`src/rtl/dct_transpose8x8.sv`:
```
// dct_transpose8x8
// Row/column transpose buffer between the two 1-D DCT (or IDCT) passes.
// Accepts one 8-sample row per handshake. Once a full 8x8 block is stored,
// it emits that block one column per handshake.
//
// Build option:
//   DCT_TRANSPOSE_PINGPONG_EN defined   -> two banks, full-rate streaming
//                                          (one row in and one column out per cycle).
//   DCT_TRANSPOSE_PINGPONG_EN undefined -> single bank; input stalls while a
//                                          block drains.
//
// Ports:
//   clk_i      clock, rising edge
//   rst_i      asynchronous active-high reset; clears state and storage
//   s_valid_i  input row valid
//   s_ready_o  input row accepted when s_valid_i && s_ready_o
//   s_data_i   row r; element c is sample (r,c)
//   m_valid_o  output column valid
//   m_ready_i  downstream ready
//   m_data_o   column c; element r is sample (r,c); muxed from storage
module dct_transpose8x8 #(
    parameter int unsigned DataWidth = 16
) (
    input  logic                      clk_i,
    input  logic                      rst_i,
    input  logic                      s_valid_i,
    output logic                      s_ready_o,
    input  logic [0:7][DataWidth-1:0] s_data_i,
    output logic                      m_valid_o,
    input  logic                      m_ready_i,
    output logic [0:7][DataWidth-1:0] m_data_o
);

    localparam int unsigned Dim  = 8;
    localparam int unsigned IdxW = 3;
`ifdef DCT_TRANSPOSE_PINGPONG_EN
    localparam int unsigned NumBanks = 2;
    localparam bit          PingPong = 1'b1;
`else
    localparam int unsigned NumBanks = 1;
    localparam bit          PingPong = 1'b0;
`endif

    // Storage is indexed [bank][row][col]. Columns are declared ascending so
    // that a whole input row can be written in a single assignment.
    logic [NumBanks-1:0][Dim-1:0][0:Dim-1][DataWidth-1:0] mem_q;

    // Each bank has its own EMPTY/FILLING/FULL/DRAINING state.
    // Only the full flag is stored. FILLING and DRAINING are implied by
    // the wb/rb pointers together with the row and column counters.
    logic [NumBanks-1:0] full_q, full_d;
    logic                wb_q, wb_d;
    logic                rb_q, rb_d;
    logic [IdxW-1:0]     wr_row_q, wr_row_d;
    logic [IdxW-1:0]     rd_col_q, rd_col_d;
    logic                wr_en, rd_en;

    // State register and bank storage.
    always_ff @(posedge clk_i or posedge rst_i) begin
        if (rst_i) begin
            full_q   <= '0;
            wb_q     <= 1'b0;
            rb_q     <= 1'b0;
            wr_row_q <= '0;
            rd_col_q <= '0;
            mem_q    <= '0;
        end else begin
            full_q   <= full_d;
            wb_q     <= wb_d;
            rb_q     <= rb_d;
            wr_row_q <= wr_row_d;
            rd_col_q <= rd_col_d;
            if (wr_en) begin
                mem_q[wb_q][wr_row_q] <= s_data_i;
            end
        end
    end

    // Next-state logic. While both sides are active they use different
    // banks, so the set and clear of the full flags never collide.
    always_comb begin
        wr_en    = s_valid_i && s_ready_o;
        rd_en    = m_valid_o && m_ready_i;
        full_d   = full_q;
        wb_d     = wb_q;
        rb_d     = rb_q;
        wr_row_d = wr_row_q;
        rd_col_d = rd_col_q;

        if (wr_en) begin
            wr_row_d = wr_row_q + IdxW'(1);
            if (wr_row_q == IdxW'(Dim - 1)) begin
                full_d[wb_q] = 1'b1;
                wb_d         = PingPong ? !wb_q : 1'b0;
            end
        end

        if (rd_en) begin
            rd_col_d = rd_col_q + IdxW'(1);
            if (rd_col_q == IdxW'(Dim - 1)) begin
                full_d[rb_q] = 1'b0;
                rb_d         = PingPong ? !rb_q : 1'b0;
            end
        end
    end

    // Handshake outputs. These come from registered flags only and are
    // forced low while reset is asserted.
    always_comb begin
        s_ready_o = 1'b0;
        m_valid_o = 1'b0;
        if (!rst_i) begin
            s_ready_o = !full_q[wb_q];
            m_valid_o = full_q[rb_q];
        end
    end

    // Column read mux. It depends on registered state only. Storage is
    // cleared asynchronously, so the output reads 0 during reset.
    for (genvar r = 0; r < Dim; r++) begin : g_col
        assign m_data_o[r] = mem_q[rb_q][r][rd_col_q];
    end

endmodule

```
`config.mk`:
```
export PLATFORM = sky130hd
export DESIGN_NAME = dct_transpose8x8
export DESIGN_NICKNAME = d
export VERILOG_FILES = /design/src/rtl/dct_transpose8x8.sv
export SDC_FILE = /design/constraint.sdc
export NUM_CORES = 2
export LEC_CHECK = 0
export BUFFER_PORTS_ARGS = -buffer_cell sky130_fd_sc_hd__buf_2
export CORE_UTILIZATION = 55
export CTS_CLUSTER_SIZE = 25
export DETAILED_ROUTE_END_ITERATION = 10
export PLACE_DENSITY = 0.83
export SYNTH_ARGS = -nofsm -noshare
export SYNTH_HDL_FRONTEND = slang
export SYNTH_SLANG_ARGS = --single-unit
export TNS_END_PERCENT = 20
```
`constraint.sdc`:
```
create_clock -name clk_i -period 50.7 [get_ports clk_i]
set_input_delay 10.14 -clock clk_i [delete_from_list [all_inputs] [get_ports clk_i]]
set_output_delay 10.14 -clock clk_i [all_outputs]
set_load 0.1 [all_outputs]
```
==> impl_results.md <==
* Synthesized-area fraction occupied by adder cells at 0.00108
* Critical path type: primary input to output pin
* Post-synthesis simple-gate area fraction at 0.00272
* Initial core utilization at 0.555
* Final setup vio count at 0
* Dpl hpwl at 75900 um
* Final Hold Viols at 0
* Clk sink count at about 1000
* Placed insts at a little under 4000
* Post_cts resized at 0
* Final net count at 3002
* Num CTS Buffers at 100
* CTS tree: yes
* CP max stage cell: buf_2
* Layout Cells excl Fill at just over 4000
* Post-Synthesis Cells at ~2700
* Terminus of the critical flop-to-flop path: mem_q[743]
* Number of enable flip-flop cells after synthesis at 0
* First DRT Iteration DRCs at about 1800
* H-Tree Depth at 3
* Yosys warns at 0
* Main combinational cell family by area after synthesis: multiplexers
* Buffers and inverters on the worst path at 2
* Fmax at roughly 47 MHz
* Area share of the largest cell type after synthesis at 0.556
* Gr ovfl total at 0
* Worst Setup End Kind: output pin
* Register area share after synthesis at 0.556
* Die Area at approximately 0.086 mm2
* TNS Setup at 0 ps
* CTS Hold Buffers Added at 0
* Pin slew with the least headroom to its limit at between 1000 and 1500 ps
* Worst-path clk slew at around 60 ps
* Hold Path Stages at 1
* Number of I/O pins at 262
* Vias/cell at around 6
* Synth Flop Type: dfrtp_1
* Latest clock arrival within the worst-skew pair at roughly 670 ps
* Max-cap check violation count at 0
* RSZ-0062 raised after global routing: false
* Slack of the worst reg-to-reg path at 47030 ps
* Final min period at roughly 21000 ps
* Top delay family on crit path: buffers and inverters
* Postcts setup bufs at 0
* Hold path endpoint: mem_q[553]
* Status: complete, no violations
* CTS max path bufs at 3
* DRC Markers at 0
* Global-route wire length before repair at about 180000 um
* Stages on the worst setup path at 3
* Avg Inst Size Synth at about 17 um2
* Synthesized area at around 0.046 mm2
* Total Wirelength at between 100000 and 150000 um
* Chip Width at ~290 um
* Number of nets with antenna violations after routing at 0
* Filler cells at just under 6000
* Core ar. at around 0.084 mm2
* Synth Area in Compound Gates at 0.000270
* GRT Overall Usage at 0.276
* Post-synth ARST share at 1.00
* Post-synthesis mux area share at 0.406
* WHS at slightly below 500 ps
* Reg-to-Reg Start: wr_row_q[0]
* Post-synth cell types at 26
* Via count at between 20000 and 30000
* #FFs+latches synth at between 1000 and 1500
* Root Buffer: clkbuf_16
* Layout cells sized above 1 at 0.638
* Count of pins over their slew limit at 0
* Post-synthesis xor/xnor area fraction at 0.000378
* Worst slew margin at 0.207
* Largest net degree at the start of global routing at 189
* Arr. time, crit path at roughly 11000 ps
* Pre-antenna DRT Iters at 5
* Synth Net Count at ~2800
* Final Cycle Share at 0.419
* Initial antenna violation count at 22
* Row cnt at ~110
* CP cell instances: buf_2 > nor2_1 > buf_2
* Min-delay src: mem_q[553]
* Die Span Y at just under 300 um
* Placer Congestion at ~0.82
* Most used cell, CP: buf_2
* Clock Skews at around 21 ps
* Vias in the first global route at between 20000 and 30000
* CP peak stage delay at 500 ps
* Startpoint types: primary input
* Worst hold path type: register to register
* Synth area leaders: dfrtp_1, mux2_2, mux4_2
* CP max FO at 5
* # port buffers at approximately 260
* Worst EP required at roughly 41000 ps
* Area leader, netlist: dfrtp_1
* P&R area growth vs syn at 10.5%
* WL/cell at approximately 29 um
* Worst Reg-to-Reg Cells at 5
==> worst max-delay path by stage <==
stage	start	to	slack, ps
after floorplan	rst_i	full_q	11530
after global placement	rst_i	s_ready_o	29490
final	rst_i	s_ready_o	29470
after detailed placement	rst_i	s_ready_o	29470
after CTS	rst_i	s_ready_o	29470
after global routing	rst_i	s_ready_o	29430
==> Yosys cell counts (all sizes together), types with 2 or more instances <==
master,n
nand3,2
nor3,2
nor2,5
nand2,3
buf,166
mux4,256
a31oi,2
xnor2,2
dfrtp,1031
mux2,1156
ha,4
clkbuf,18
==> routing by layer <==
| layer | wire length [um] | vias to the layer above | GRT usage | share of wire |
|---|---|---|---|---|
| li1 | - | 10411 | - | - |
| met1 | 44400 | 13771 | 0.350 | 0.38 |
| met4 | 4750 | 6 | 0.108 | 0.041 |
| met2 | 59400 | 637 | 0.468 | 0.52 |
| met5 | 48 | - | 0 | 0.00042 |
| met3 | 6740 | 192 | 0.0539 | 0.058 |
==> cell type report <==
type / count / area [um2] / share of cell area
clock buffer: 146 / 2960 / 0.0577
antenna: 17 / 42.5 / 0.000830
inverter: 1 / 11.3 / 0.000220
timing repair buffer: 294 / 1600 / 0.0313
multi-input combinational: 1438 / 19100 / 0.372
clock inverter: 39 / 397 / 0.00774
tap: 1080 / 1350 / 0.0264
sequential: 1031 / 25800 / 0.504
==> layout by cell type (no fill, tap or decap) <==
cell type	n
mux2_2	1142
dfrtp_1	1028
buf_2	261
mux4_2	256
clkbuf_16	101
buf_4	29
clkbuf_8	26
clkinv_2	21
clkbuf_1	19
diode_2	17
mux2_4	10
bufinv_16	6
clkinvlp_4	6
mux2_1	4
nor2_4	4
ha_1	4
inv_6	4
buf_12	4
nand2_1	3
dfrtp_4	3
nor3_4	2
inv_8	2
a31oi_1	2
xnor2_1	2
or3_4	1
or3b_1	1
nand3b_1	1
nor2_1	1
nor3b_2	1
nand3_4	1
nand2b_4	1
nor2b_1	1
nand3_1	1
inv_16	1
==> flip-flops by register name, summed over array words and instances (netlist names) <==
signal,count
mem_q,1024
full_q,1
wr_row_q,3
rd_col_q,3
==> through the flow <==
step,util,instance area [um2],worst slack (ps)
after global routing,0.613,51200,29430
after CTS,0.613,51200,29470
after floorplan,-,46400,11530
after detailed placement,0.573,47900,29470
final,0.613,51200,29470
after global placement,0.573,47900,29490
==> cell families (layout without fill, tap and decap cells) <==
group / after synthesis / in the layout
multiplexers: 1412 / 1412
other: 0 / 17
buffers and inverters: 185 / 480
XOR/XNOR: 2 / 2
adder cells (fa/ha/maj): 4 / 4
AND/OR/NAND/NOR: 18 / 18
AO/OA/AOI/OAI: 2 / 2
flip-flops: 1031 / 1031
Power is left out: the tool's default activity adds up to more than one toggle a clock period on the data nets, which glitch-free logic cannot reach.
